<file path="config.mk">
export PLATFORM = sky130hd
export DESIGN_NAME = motor_pwm_driver_flat
export DESIGN_NICKNAME = d
export VERILOG_FILES = /design/src/rtl/motor_pwm_driver_if.sv /design/src/rtl/motor_pwm_driver.sv /design/src/flat_wrapper.sv
export SDC_FILE = /design/constraint.sdc
export NUM_CORES = 1
export LEC_CHECK = 0
export CAP_MARGIN = 20
export CELL_PAD_IN_SITES_DETAIL_PLACEMENT = 1
export CELL_PAD_IN_SITES_GLOBAL_PLACEMENT = 1
export CORE_UTILIZATION = 40
export DETAILED_ROUTE_END_ITERATION = 8
export GPL_TIMING_DRIVEN = 0
export PLACE_DENSITY = 0.8
export REMOVE_ABC_BUFFERS = 1
export SLEW_MARGIN = 5
export SYNTH_ARGS = -nofsm -noshare
export SYNTH_HDL_FRONTEND = slang
export SYNTH_SLANG_ARGS = --single-unit
export TNS_END_PERCENT = 30
</file>
<file path="constraint.sdc">
create_clock -name clk_clk -period 4.6 [get_ports clk_clk]
set_clock_uncertainty 0.1 [all_clocks]
set_input_delay 0.69 -clock clk_clk [delete_from_list [all_inputs] [get_ports clk_clk]]
set_output_delay 0.69 -clock clk_clk [all_outputs]
set_load 0.02 [all_outputs]
</file>
<file path="src/rtl/motor_pwm_driver_if.sv">
// Motor PIO command word in, H-bridge leg drives and status out.
// Latency: none; plain wires.
// Backpressure: none; the command is level-sampled by the driver.
interface motor_pwm_driver_if;
  logic [13:0] motor_cmd;
  logic        pwm_a;
  logic        pwm_b;
  logic        at_target;
  logic [1:0]  state_o;

  modport master (
    output motor_cmd,
    input  pwm_a,
    input  pwm_b,
    input  at_target,
    input  state_o
  );

  modport slave (
    input  motor_cmd,
    output pwm_a,
    output pwm_b,
    output at_target,
    output state_o
  );
endinterface

</file>
<file path="src/rtl/motor_pwm_driver.sv">
// H-bridge PWM driver: ramped duty, direction control, all-off dead periods on reversal/stop.
// Latency: command acts at the next PWM period end; legs are registered one clk after the compare.
// Backpressure: none; the command is sampled once per PWM period and may change freely otherwise.
module motor_pwm_driver #(
  parameter int unsigned PRESCALE     = 12,
  parameter int unsigned RAMP_STEP    = 16,
  parameter int unsigned DEAD_PERIODS = 2
) (
  input  logic               clk_clk,
  input  logic               reset_reset_n,
  motor_pwm_driver_if.slave  bus
);

  typedef enum logic [1:0] {
    ST_IDLE = 2'b00,
    ST_RUN  = 2'b01,
    ST_DEAD = 2'b10,
    ST_BAD  = 2'b11
  } state_e;

  localparam logic [7:0]  PRESC_MAX = 8'(PRESCALE - 1);
  localparam logic [12:0] STEP13    = 13'(RAMP_STEP);
  localparam logic [3:0]  DEAD_LD   = 4'(DEAD_PERIODS);

  logic [7:0]  presc_q;
  logic [11:0] cnt_q;
  logic        tick;
  logic        period_end;

  state_e      state_q, state_d;
  logic [11:0] duty_q, duty_d;
  logic        dir_q, dir_d;
  logic [3:0]  dead_q, dead_d;

  logic        samp_en_q;
  logic [11:0] samp_tgt_q;

  logic        pwm_a_q, pwm_b_q;

  logic        cmd_en;
  logic        cmd_dir;
  logic [11:0] cmd_tgt;
  logic        keep_run;

  logic [11:0] ramp_tgt;
  logic [12:0] up_sum;
  logic [12:0] dn_diff;
  logic [11:0] ramp_res;
  logic        active;

  assign cmd_en  = bus.motor_cmd[13];
  assign cmd_dir = bus.motor_cmd[12];
  assign cmd_tgt = bus.motor_cmd[11:0];

  // Same direction and enabled: keep driving toward the commanded target; otherwise wind down.
  assign keep_run = cmd_en && (cmd_dir == dir_q);

  assign tick       = (presc_q == PRESC_MAX);
  assign period_end = tick && (cnt_q == 12'hFFF);

  // Prescaler: one tick every PRESCALE clocks, first tick PRESCALE clocks after reset.
  always_ff @(posedge clk_clk or negedge reset_reset_n) begin
    if (!reset_reset_n) begin
      presc_q <= 8'd0;
    end else if (tick) begin
      presc_q <= 8'd0;
    end else begin
      presc_q <= presc_q + 8'd1;
    end
  end

  // PWM counter: free-running 12-bit, wraps 4095 -> 0 naturally.
  always_ff @(posedge clk_clk or negedge reset_reset_n) begin
    if (!reset_reset_n) begin
      cnt_q <= 12'd0;
    end else if (tick) begin
      cnt_q <= cnt_q + 12'd1;
    end
  end

  // Hold the command seen at the last period end; only used for the at_target status.
  always_ff @(posedge clk_clk or negedge reset_reset_n) begin
    if (!reset_reset_n) begin
      samp_en_q  <= 1'b0;
      samp_tgt_q <= 12'd0;
    end else if (period_end) begin
      samp_en_q  <= cmd_en;
      samp_tgt_q <= cmd_tgt;
    end
  end

  // Saturating 13-bit ramp one step toward ramp_tgt; bit 12 of dn_diff flags duty < step.
  always_comb begin
    ramp_tgt = keep_run ? cmd_tgt : 12'd0;
    up_sum   = {1'b0, duty_q} + STEP13;
    dn_diff  = {1'b0, duty_q} - STEP13;
    ramp_res = duty_q;
    if (duty_q < ramp_tgt) begin
      ramp_res = (up_sum >= {1'b0, ramp_tgt}) ? ramp_tgt : up_sum[11:0];
    end else if (duty_q > ramp_tgt) begin
      ramp_res = (dn_diff[12] || (dn_diff <= {1'b0, ramp_tgt})) ? ramp_tgt : dn_diff[11:0];
    end
  end

  // State, duty, direction and dead-counter registers.
  always_ff @(posedge clk_clk or negedge reset_reset_n) begin
    if (!reset_reset_n) begin
      state_q <= ST_IDLE;
      duty_q  <= 12'd0;
      dir_q   <= 1'b0;
      dead_q  <= 4'd0;
    end else begin
      state_q <= state_d;
      duty_q  <= duty_d;
      dir_q   <= dir_d;
      dead_q  <= dead_d;
    end
  end

  // Next-state logic: everything moves on period_end except recovery from the illegal encoding.
  always_comb begin
    state_d = state_q;
    duty_d  = duty_q;
    dir_d   = dir_q;
    dead_d  = dead_q;
    case (state_q)
      ST_IDLE: begin
        duty_d = 12'd0;
        if (period_end && cmd_en) begin
          state_d = ST_RUN;
          dir_d   = cmd_dir;
        end
      end
      ST_RUN: begin
        if (period_end) begin
          if (!keep_run && (duty_q == 12'd0)) begin
            state_d = ST_DEAD;
            dead_d  = DEAD_LD;
          end else begin
            duty_d = ramp_res;
          end
        end
      end
      ST_DEAD: begin
        if (period_end) begin
          if (dead_q <= 4'd1) begin
            dead_d = 4'd0;
            duty_d = 12'd0;
            if (cmd_en) begin
              state_d = ST_RUN;
              dir_d   = cmd_dir;
            end else begin
              state_d = ST_IDLE;
            end
          end else begin
            dead_d = dead_q - 4'd1;
          end
        end
      end
      default: begin
        state_d = ST_IDLE;
        duty_d  = 12'd0;
        dead_d  = 4'd0;
      end
    endcase
  end

  assign active = (cnt_q < duty_q);

  // Registered leg drives; both derive from one dir_q so they can never be high together.
  always_ff @(posedge clk_clk or negedge reset_reset_n) begin
    if (!reset_reset_n) begin
      pwm_a_q <= 1'b0;
      pwm_b_q <= 1'b0;
    end else begin
      pwm_a_q <= active && (state_q == ST_RUN) && !dir_q;
      pwm_b_q <= active && (state_q == ST_RUN) &&  dir_q;
    end
  end

  assign bus.pwm_a     = pwm_a_q;
  assign bus.pwm_b     = pwm_b_q;
  assign bus.at_target = (state_q == ST_RUN) && samp_en_q && (duty_q == samp_tgt_q);
  assign bus.state_o   = state_q;

endmodule
</file>
<file path="src/flat_wrapper.sv">
// flat-port wrapper written by rule: the top's interface ports become plain ports
module motor_pwm_driver_flat 
#(
  parameter int unsigned PRESCALE     = 12,
  parameter int unsigned RAMP_STEP    = 16,
  parameter int unsigned DEAD_PERIODS = 2
)
  (clk_clk, reset_reset_n, bus_motor_cmd, bus_pwm_a, bus_pwm_b, bus_at_target, bus_state_o);
  motor_pwm_driver_if bus_i ();
  input  logic clk_clk;
  input  logic reset_reset_n;
  input wire logic [$bits(bus_i.motor_cmd)-1:0] bus_motor_cmd;
  output wire logic [$bits(bus_i.pwm_a)-1:0] bus_pwm_a;
  output wire logic [$bits(bus_i.pwm_b)-1:0] bus_pwm_b;
  output wire logic [$bits(bus_i.at_target)-1:0] bus_at_target;
  output wire logic [$bits(bus_i.state_o)-1:0] bus_state_o;
  assign bus_i.motor_cmd = bus_motor_cmd;
  assign bus_pwm_a = bus_i.pwm_a;
  assign bus_pwm_b = bus_i.pwm_b;
  assign bus_at_target = bus_i.at_target;
  assign bus_state_o = bus_i.state_o;
  motor_pwm_driver #(.PRESCALE(PRESCALE), .RAMP_STEP(RAMP_STEP), .DEAD_PERIODS(DEAD_PERIODS)) u_core (.clk_clk(clk_clk), .reset_reset_n(reset_reset_n), .bus(bus_i));
endmodule
</file>
==> reports/metrics.yaml <==
status: "completed"
crit_path_cell_trace: "inv_1 -> ha_1 -> or3b_2 -> nor3_1 -> xnor2_1 -> ha_1 -> a21o_1 -> a21oi_1 -> o211ai_1 -> o31ai_4 -> mux2i_4 -> a221oi_2 -> o32ai_1"
cts-root-buf: "clkbuf_8"
synth_area_per_cell_um2: 9.537
cpLargestDelayFamily: "compound AO/OA/AOI/OAI gates"
p_comb_share_pct: 12.8
die-area_um2: 10370
reg2reg_from: "u_core.duty_q[4]"
gp_congestion: 0.8865
slowest_delay_ps: 530
cp.arrival_ps: 4370
cts_made_buffers: 5
drt_iter0_markers: 124
synth-xor-area-share_pct: 9.228
fin_tns_setup_ps: 0
vias: 3229
fill_cells: 1141
intPower_mw: 0.6399
grt_overflow: 0
die_x_um: 101.8
slew_violations: 0
seq_area_frac_synth_pct: 33.90
fmax_mhz: 233.0
dp_hpwl_mm: 8.257
highest_layer: "met4"
fp.dieH_um: 101.8
pre_cts_ws_ps: -464.6
tightest_slew_ps: 881.7
clockPowerShare_pct: 33.1
reg2reg_depth: 13
m1WireLength_mm: 4.771
drc: 0
crit_start: "u_core.duty_q[4]"
finalHoldViolations: 0
grt_use_total_pct: 22.64
initial_utilization_pct: 40.97
diodes: 0
async_reset_ff_share_pct: 100.0
io-pin-count: 21
wl_met3_um: 406
rrSetupSlack_ps: 310
crit_path_top_delay_cell: "dfrtp_1"
clk_path_buf_depth: 2
num_rows: 36
grt_pass1_vias: 3501
relSlewSlack_pct: 40.96
clock-sinks: 54
finalSetupViolCount: 0
port_buffers: 20
swShare_pct: 28.56
firstDrtPassIters: 4
reg2reg_to: "u_core.duty_q[3]"
synthSimpleGateAreaFrac_pct: 18.93
place_area_um2: 4313
yosysWarnings: 0
drt-total-wl_mm: 10.70
syn_inst: 418
synthAdderAreaFrac_pct: 15.38
fin_crit_ps: 4291
start_kind: "flop"
finalCritPeriodShare_pct: 93.29
cts.clk_slew.worst_paths_ps: 110
synth_edf_count: 0
end_kind: "flop"
avgViaCountPerCell: 5.665
critical_path_class: "reg -> reg"
crit_buf_inv: 1
power_density_nw_per_um2: 201.7
min_path_type: "in -> async"
crit_fanout: 9
ctsHoldBuffers: 0
required_ps: 4680
path_common_cell: "ha_1"
leakage_nw: 1.938
core_um2: 9729
synth_ff_type: "dfrtp_1"
p_switching_mw: 0.2558
p_seq_share_pct: 54.1
antenna_found_initial: 0
grt_pass1_wl_mm: 18.08
synth_compound_area_share_pct: 14.47
synth_top_family_by_area: "simple AND/OR/NAND/NOR gates"
wl_met2_mm: 5.193
rsz0062_at_grt: "false"
setup_slack_ps: 308.9
synth_cell_types: 57
postCtsSetupBuffers: 0
ant_nets: 0
muxShareOfSynthArea_pct: 4.080
synth-seq-cells: 54
drv_cap: 0
syn2layout_area_growth_pct: 11.39
irDropWorstVdd_uv: 137.9
worstSkewPairLatency_ps: 320
grt_max_degree: 33
fin_util_pct: 45.64
synthesis.area_um2: 3986
h-tree-depth: 2
layout.nets: 501
total_power_mw: 0.8957
fin_area_um2: 4441
cts_tree: "yes"
layout-drive-gt1-share_pct: 7.780
wl_per_cell_um: 18.76
-- power by group through the flow --
stage	logic, mW	registers (mW)	clock network [mW]
2_1_floorplan	0.0609	0.492	0
3_3_place_gp	0.103	0.493	0
3_5_place_dp	0.109	0.494	0
4_1_cts	0.111	0.484	0.308
5_1_grt	0.125	0.485	0.322
6_report	0.114	0.484	0.297
-- worst max-delay path by stage --
stage	slack, ps	to	depth (start not counted)
finish	310	u_core.duty_q[3]	13
detailed placement	-460	u_core.duty_q[0]	11
global route	50	u_core.duty_q[3]	13
CTS	50	u_core.duty_q[3]	13
floorplan	880	u_core.duty_q[0]	13
global placement	-410	u_core.duty_q[0]	11
-- per-stage QoR --
stage / std cells / hold slack [ps]
finish: 570 / 246.5
CTS: 569 / 264.4
global placement: 560 / 366.0
global route: 570 / 278.0
floorplan: 407 / 294.4
detailed placement: 561 / 372.6
-- state kept, by name (all words and copies together) (netlist names), 2 cells and up --
| register | cells |
|---|---|
| u_core.cnt_q | 12 |
| u_core.samp_tgt_q | 12 |
| u_core.presc_q | 8 |
| u_core.duty_q | 12 |
| u_core.dead_q | 4 |
| u_core.bus.state_o | 2 |
-- final cells by class --
cell class | count | area (µm²) | area share [%]
clock inverters | 3 | 28.78 | 0.6481
inverters | 28 | 105.1 | 2.367
repair buffers | 22 | 222.7 | 5.016
clock buffers | 5 | 68.82 | 1.550
multi-input cells | 325 | 2497 | 56.24
well taps | 133 | 166.4 | 3.748
flip-flops and latches | 54 | 1351 | 30.43
-- routing by layer --
layer / GRT usage (%) / vias to the layer above
met4: 8.352 / 0
met2: 38.46 / 69
met3: 3.283 / 30
met5: 0 / -
met1: 29.37 / 1589
li1: - / 1541
-- Yosys cell counts (2+ instances only) --
master,n,area (µm²)
dfrtp_1,54,1351
ha_1,49,613.1
xnor2_1,35,306.5
nand2_1,32,120.1
inv_1,27,101.4
nor3_1,25,125.1
nand3_1,19,95.09
a21oi_1,15,75.07
nor2_1,15,56.30
o21ai_0,14,70.07
mux2_2,10,112.6
nand2b_1,9,56.30
a22o_1,8,70.07
and3_1,8,50.05
nand4_1,7,43.79
xor2_1,7,61.31
a21o_1,6,45.04
and4_1,5,43.79
buf_2,5,25.02
clkbuf_1,5,18.77
mux2i_1,5,50.05
nor2b_1,5,31.28
o211ai_1,4,30.03
o31ai_1,4,30.03
o32ai_1,4,35.03
a211oi_1,3,22.52
nor4_1,3,18.77
o21a_1,3,22.52
a21boi_0,2,15.01
a221o_1,2,20.02
o21ai_1,2,10.01
-- repair_timing --
item                                    in CTS  in global routing
endpoints found under the setup margin       5                  9
cloned                                       0                  0
pin swaps                                    0                  0
hold endpoints to repair                     0                  0
resized for setup                            1                  3
-- kinds of logic after synthesis --
kind of cell | count (synthesis)
compound gates | 79
mux | 15
flops | 54
xor+xnor | 42
buf+inv | 39
simple gates | 140
fa+ha+maj | 49
-- worst register-to-register path: stages, from the launching register on --
cell and delay [ps]:
dfrtp_1 530, inv_1 240, ha_1 240, or3b_2 510, nor3_1 200, xnor2_1 190, ha_1 290, a21o_1 160
a21oi_1 190, o211ai_1 160, o31ai_4 440, mux2i_4 240, a221oi_2 480, o32ai_1 180
-- cell usage in the layout (no fill, tap or decap), types with 4 or more instances in the layout --
cell type,n
nand2_1,32
a21oi_1,15
clkbuf_8,5
xor2_1,7
and3_1,8
mux2i_1,4
o32ai_1,4
nand3_1,19
nor2b_1,5
clkdlybuf4s50_1,19
o211ai_1,4
xnor2_1,35
o31ai_1,4
and4_1,5
nand2b_1,9
a21o_1,6
o21ai_0,14
inv_1,27
dfrtp_1,54
a22o_1,8
nand4_1,7
ha_1,49
mux2_2,10
nor2_1,15
nor3_1,25
Note: power is estimated with default switching activity, not from simulation.
